$ cat src/rtl/spoc_bdi_block_buffer_if.sv
// Handshake bundle between a bdi word source and the block buffer, and between
// the block buffer and the permutation datapath.
interface spoc_bdi_block_buffer_if #(
    parameter int PW   = 32,
    parameter int RATE = 64
);
    localparam int SB = $clog2(PW / 8) + 1;
    localparam int BB = $clog2(RATE / 8) + 1;

    logic [PW-1:0]   bdi;
    logic            bdi_valid;
    logic            bdi_ready;
    logic [SB-1:0]   bdi_size;
    logic            bdi_eot;
    logic            pad_empty;
    logic [RATE-1:0] blk;
    logic            blk_valid;
    logic            blk_ready;
    logic            blk_partial;
    logic [BB-1:0]   blk_bytes;
    logic [RATE-1:0] blk_mask;

    modport slave (
        input  bdi, bdi_valid, bdi_size, bdi_eot, pad_empty, blk_ready,
        output bdi_ready, blk, blk_valid, blk_partial, blk_bytes, blk_mask
    );

    modport master (
        output bdi, bdi_valid, bdi_size, bdi_eot, pad_empty, blk_ready,
        input  bdi_ready, blk, blk_valid, blk_partial, blk_bytes, blk_mask
    );
endinterface

$ cat src/rtl/spoc_bdi_block_buffer.sv
// Assembles PW-bit bdi words into one RATE-bit block, zeroing invalid bytes,
// applying 0x80/zero padding and producing a byte-valid mask for truncation.
module spoc_bdi_block_buffer #(
    parameter int PW   = 32,
    parameter int RATE = 64
) (
    input  logic                   clk,
    input  logic                   rst,
    spoc_bdi_block_buffer_if.slave bus
);
    localparam int NW = RATE / PW;
    localparam int NB = RATE / 8;
    localparam int WB = PW / 8;
    localparam int SB = $clog2(WB) + 1;
    localparam int BB = $clog2(NB) + 1;
    localparam int IW = $clog2(NW);

    typedef enum logic {FILL = 1'b0, HOLD = 1'b1} state_t;

    state_t          state_q, state_d;
    logic [IW-1:0]   idx_q, idx_d;
    logic [BB-1:0]   cum_q, cum_d;
    logic [RATE-1:0] blk_q, blk_d;
    logic [RATE-1:0] mask_q, mask_d;
    logic [BB-1:0]   bytes_q, bytes_d;
    logic            partial_q, partial_d;

    logic [BB-1:0]   cum_new;
    logic [PW-1:0]   word_z;
    logic [RATE-1:0] word_pos;
    logic [RATE-1:0] mask_new;
    logic [RATE-1:0] pad_new;
    logic            accept;
    logic            close;
    logic            empty_req;

    assign bus.bdi_ready   = (state_q == FILL) & ~rst;
    assign bus.blk_valid   = (state_q == HOLD);
    assign bus.blk         = blk_q;
    assign bus.blk_mask    = mask_q;
    assign bus.blk_bytes   = bytes_q;
    assign bus.blk_partial = partial_q;

    assign accept    = bus.bdi_valid & bus.bdi_ready;
    assign close     = bus.bdi_eot | (bus.bdi_size < SB'(WB)) | (idx_q == IW'(NW - 1));
    assign empty_req = (state_q == FILL) & (idx_q == '0) & ~bus.bdi_valid & bus.pad_empty;
    assign cum_new   = cum_q + BB'(bus.bdi_size);

    // Byte k of the word (k = 0 is the MSB byte) survives only if k < bdi_size.
    genvar gi;
    generate
        for (gi = 0; gi < WB; gi++) begin : g_word_zero
            assign word_z[PW-1-8*gi -: 8] = (SB'(gi) < bus.bdi_size) ? bus.bdi[PW-1-8*gi -: 8] : 8'h00;
        end
        for (gi = 0; gi < NB; gi++) begin : g_blk_byte
            assign mask_new[RATE-1-8*gi -: 8] = (cum_new > BB'(gi))  ? 8'hFF : 8'h00;
            assign pad_new[RATE-1-8*gi -: 8]  = (cum_new == BB'(gi)) ? 8'h80 : 8'h00;
        end
    endgenerate

    // Slots beyond idx are still zero, so OR-ing the shifted word in is enough.
    assign word_pos = {word_z, {(RATE - PW){1'b0}}} >> (32'(idx_q) * PW);

    always_comb begin
        state_d   = state_q;
        idx_d     = idx_q;
        cum_d     = cum_q;
        blk_d     = blk_q;
        mask_d    = mask_q;
        bytes_d   = bytes_q;
        partial_d = partial_q;
        case (state_q)
            FILL: begin
                if (accept) begin
                    blk_d  = blk_q | word_pos;
                    mask_d = mask_new;
                    cum_d  = cum_new;
                    idx_d  = idx_q + IW'(1);
                    if (close) begin
                        blk_d     = blk_q | word_pos | pad_new;
                        bytes_d   = cum_new;
                        partial_d = (cum_new < BB'(NB));
                        state_d   = HOLD;
                    end
                end else if (empty_req) begin
                    blk_d     = {8'h80, {(RATE - 8){1'b0}}};
                    mask_d    = '0;
                    bytes_d   = '0;
                    partial_d = 1'b1;
                    state_d   = HOLD;
                end
            end
            HOLD: begin
                if (bus.blk_ready) begin
                    blk_d     = '0;
                    mask_d    = '0;
                    cum_d     = '0;
                    idx_d     = '0;
                    bytes_d   = '0;
                    partial_d = 1'b0;
                    state_d   = FILL;
                end
            end
            default: state_d = FILL;
        endcase
    end

    always_ff @(posedge clk) begin
        if (rst) begin
            state_q   <= FILL;
            idx_q     <= '0;
            cum_q     <= '0;
            blk_q     <= '0;
            mask_q    <= '0;
            bytes_q   <= '0;
            partial_q <= 1'b0;
        end else begin
            state_q   <= state_d;
            idx_q     <= idx_d;
            cum_q     <= cum_d;
            blk_q     <= blk_d;
            mask_q    <= mask_d;
            bytes_q   <= bytes_d;
            partial_q <= partial_d;
        end
    end
endmodule

$ cat src/flat_wrapper.sv
// flat-port wrapper written by rule: the top's interface ports become plain ports
module spoc_bdi_block_buffer_flat 
#(
    parameter int PW   = 32,
    parameter int RATE = 64
)
  (clk, rst, bus_bdi, bus_bdi_valid, bus_bdi_size, bus_bdi_eot, bus_pad_empty, bus_blk_ready, bus_bdi_ready, bus_blk, bus_blk_valid, bus_blk_partial, bus_blk_bytes, bus_blk_mask);
  spoc_bdi_block_buffer_if #(.PW(PW), .RATE(RATE)) bus_i ();
  input  logic clk;
  input  logic rst;
  input wire logic [$bits(bus_i.bdi)-1:0] bus_bdi;
  input wire logic [$bits(bus_i.bdi_valid)-1:0] bus_bdi_valid;
  input wire logic [$bits(bus_i.bdi_size)-1:0] bus_bdi_size;
  input wire logic [$bits(bus_i.bdi_eot)-1:0] bus_bdi_eot;
  input wire logic [$bits(bus_i.pad_empty)-1:0] bus_pad_empty;
  input wire logic [$bits(bus_i.blk_ready)-1:0] bus_blk_ready;
  output wire logic [$bits(bus_i.bdi_ready)-1:0] bus_bdi_ready;
  output wire logic [$bits(bus_i.blk)-1:0] bus_blk;
  output wire logic [$bits(bus_i.blk_valid)-1:0] bus_blk_valid;
  output wire logic [$bits(bus_i.blk_partial)-1:0] bus_blk_partial;
  output wire logic [$bits(bus_i.blk_bytes)-1:0] bus_blk_bytes;
  output wire logic [$bits(bus_i.blk_mask)-1:0] bus_blk_mask;
  assign bus_i.bdi = bus_bdi;
  assign bus_i.bdi_valid = bus_bdi_valid;
  assign bus_i.bdi_size = bus_bdi_size;
  assign bus_i.bdi_eot = bus_bdi_eot;
  assign bus_i.pad_empty = bus_pad_empty;
  assign bus_i.blk_ready = bus_blk_ready;
  assign bus_bdi_ready = bus_i.bdi_ready;
  assign bus_blk = bus_i.blk;
  assign bus_blk_valid = bus_i.blk_valid;
  assign bus_blk_partial = bus_i.blk_partial;
  assign bus_blk_bytes = bus_i.blk_bytes;
  assign bus_blk_mask = bus_i.blk_mask;
  spoc_bdi_block_buffer #(.PW(PW), .RATE(RATE)) u_core (.clk(clk), .rst(rst), .bus(bus_i));
endmodule
$ cat config.mk
export PLATFORM = sky130hd
export DESIGN_NAME = spoc_bdi_block_buffer_flat
export DESIGN_NICKNAME = d
export VERILOG_FILES = /design/src/rtl/spoc_bdi_block_buffer_if.sv /design/src/rtl/spoc_bdi_block_buffer.sv /design/src/flat_wrapper.sv
export SDC_FILE = /design/constraint.sdc
export NUM_CORES = 1
export LEC_CHECK = 0
export BUFFER_PORTS_ARGS = -buffer_cell sky130_fd_sc_hd__buf_4
export CAP_MARGIN = 20
export CORE_ASPECT_RATIO = 1.4
export CORE_UTILIZATION = 45
export DETAILED_ROUTE_END_ITERATION = 12
export PLACE_DENSITY = 0.88
export SLEW_MARGIN = 10
export SYNTH_ARGS = -nofsm -noshare
export SYNTH_HDL_FRONTEND = slang
export SYNTH_SLANG_ARGS = --single-unit
$ cat constraint.sdc
create_clock -name clk -period 5.56 [get_ports clk]
set_clock_uncertainty 0.15 [all_clocks]
set_input_delay 1.39 -clock clk [delete_from_list [all_inputs] [get_ports clk]]
set_output_delay 1.39 -clock clk [all_outputs]
set_load 0.02 [all_outputs]
==> results.tsv <==
metric	value	unit
Cell Area, Synth	3533	sq um
crit path buf inv count	2	
Worst EP arrival	1860	ps
via count	3341	
post-synthesis async set-or-reset flop share	0	
crit path kind	in -> out	
Slowest cell on crit path	buf_4	
CTS Buffer Depth	2	
Slew Viols, Final	0	
overall die width	76.89	um
syn_area_per_cell	9.060	sq um
Nets	541	
Post-Route WL	9.958	mm
CTS sink count	83	
pin count of the biggest net entering global routing	65	
# fillers	606	
final hold vios	0	
critical path cell sequence	buf_4, nor2_1, buf_4	
# diodes	0	
vias in the first global route	3232	
port bufs	175	
crit path max fanout	17	
global route total overflow	0	
postcts setup bufs	0	
first-pass GRT wire length	15.72	mm
worst vdd rail ir drop	0.0002114	V
post-synthesis instance total	390	
die height	106.8	um
worst hold slack	327.9	ps
antenna viol nets, final	0	
GRT Overall Usage	0.2435	
CTS tree	built	
Worst Slack Setup Final	2158	ps
cts bufs inserted	9	
DRC errors left	0	
FP Rows	37	
Most used DFF post-synth	dfxtp_1	
CTS clk-pin slew, worst paths	70	ps
RSZ-0062 raised after global routing	false	
vias per cell	5.596	
CP Launch Type	input pin	
placed cell count	581	
share of layout cells above drive strength 1	0.4000	
Area growth syn-to-layout	31.73	%
Top delay family on crit path	buffers and inverters	
Hold Crit Class	reg -> reg	
max-cap viol count	0	
synth warn	0	
Seq/Total Area, Yosys	0.4703	
cell repeated most along the worst path	buf_4	
fin crit share	0.6120	
die area	8215	sq um
Seq cells post-synth	83	
count of cell types in the netlist	47	
count of hold-fix buffers inserted at cts	0	
CP Capture Type	output pin	
antenna violations before repair	0	
fin crit period	3402	ps
slew margin rel.	0.3496	
PwrDens	326.6	nW/um^2
Post-synth EDFFs	0	
gpl congestion	0.8870	
Pre-antenna DRT Iters	4	
Root Buffer	clkbuf_8	
syn_nets	435	
Core Box Area	7453	sq um
overall power	1.520	mW
Worst Tran Pin Value	973.4	ps
htree depth	3	
Wirelength per Cell	16.68	um
drt initial violations	222	
final setup violation count	0	
pre-CTS setup slack	1985	ps
Ports	176	
post-CTS sizing	0	
Largest stage delay, worst path	180	ps
final setup TNS	0	ps
DP Wirelength	7.113	mm
Skew-Pair Late Insertion Delay	350	ps
Leak	2.098	nW
starting density of the core	0.4741	
fin cells	597	
Fmax	0.2939	GHz
outcome	finished, final reports clean	
Critical Path RT	4020	ps
-- kinds of logic after synthesis --
family | synth area share
buffers and inverters | 0.1590
flip-flops | 0.4703
adder cells (fa/ha/maj) | 0.01629
AO/OA/AOI/OAI | 0.2188
AND/OR/NAND/NOR | 0.1307
XOR/XNOR | 0.004958
-- flip-flops by register name (all words and copies together) (netlist names) --
name and count:
u_core.bus.blk_valid 1, u_core.bus.blk_partial 1, u_core.bus.blk 64, u_core.bus.blk_mask 8, u_core.idx_q 1, u_core.bus.blk_bytes 4, u_core.cum_q 4
-- final timing paths --
check                                         from                 endpoint  slack [ps]  cells after the start
worst min-delay path            u_core.bus.blk[35]       u_core.bus.blk[35]         330                      2
worst max-delay path                           rst            bus_bdi_ready        2160                      3
worst max register to register     u_core.cum_q[0]  u_core.bus.blk_mask[62]        3230                      6
worst min register to register  u_core.bus.blk[35]       u_core.bus.blk[35]         330                      2
-- worst register-to-register path, delay by kind of cell, from the launching register on --
kind / cells / cell delay (ps)
adder cells (fa/ha/maj): 2 / 800
flip-flops: 1 / 320
AND/OR/NAND/NOR: 2 / 530
AO/OA/AOI/OAI: 2 / 430
-- per-stage QoR --
stage	instance area [sq um]	utilization
floorplan	3533	-
global placement	4425	0.5938
detailed placement	4425	0.5938
CTS	4627	0.6208
global route	4654	0.6245
finish	4654	0.6245
-- layout make-up --
| cell class | count | area, sq um | share of cell area |
|---|---|---|---|
| flip-flops and latches | 83 | 1662 | 0.3570 |
| multi-input cells | 222 | 1310 | 0.2815 |
| inverters | 3 | 11.26 | 0.002419 |
| well taps | 97 | 121.4 | 0.02608 |
| repair buffers | 177 | 1349 | 0.2898 |
| clock buffers | 11 | 151.4 | 0.03253 |
| clock inverters | 4 | 50.05 | 0.01075 |
-- power by group --
group          internal [mW]  total (mW)  switching (mW)
clock                  0.229       0.440           0.212
sequential             0.632       0.669          0.0371
combinational          0.167       0.411           0.244
total                   1.03        1.52           0.493
-- Yosys cell counts (2+ instances only) --
| library cell | number | share of area |
|---|---|---|
| nand3_1 | 4 | 0.0057 |
| clkbuf_1 | 6 | 0.0064 |
| ha_1 | 3 | 0.011 |
| or3_1 | 3 | 0.0053 |
| dfxtp_1 | 83 | 0.47 |
| nor2_1 | 65 | 0.069 |
| nand2_1 | 9 | 0.0096 |
| o32ai_1 | 6 | 0.015 |
| o21ai_1 | 4 | 0.0057 |
| nor3_1 | 3 | 0.0042 |
| o21ai_0 | 6 | 0.0085 |
| a22o_1 | 7 | 0.017 |
| a21o_1 | 2 | 0.0042 |
| a31oi_1 | 66 | 0.12 |
| inv_1 | 2 | 0.0021 |
| a211o_1 | 2 | 0.0050 |
| or3b_1 | 2 | 0.0050 |
| o22ai_1 | 3 | 0.0053 |
| a22oi_1 | 2 | 0.0042 |
| buf_4 | 60 | 0.13 |
| nor2b_1 | 3 | 0.0053 |
| nand2b_1 | 3 | 0.0053 |
| buf_2 | 14 | 0.020 |
| buf_1 | 2 | 0.0021 |
| a21oi_1 | 8 | 0.011 |
-- metal layers --
metal,routed length (um),global-route usage
met1,3805,0.2476
met2,4997,0.4324
met3,947,0.09532
met4,208,0.1154
met5,0,0
-- placed cells by master (no fill, tap or decap), drive strengths merged, types with 2 or more instances in the layout --
cell and count:
or3 3, nor2 65, nand2b 3, a22o 7
dfxtp 83, a22oi 2, clkinvlp 2, o21ai 10
o32ai 6, inv 3, nand3 4, a31oi 66
or3b 3, nor3b 2, o22ai 3, a21o 2
a211o 2, nor2b 3, nor3 3, nand2 10
ha 3, buf 177, clkbuf 11, a21oi 10
(Power assumes the default switching activity.)
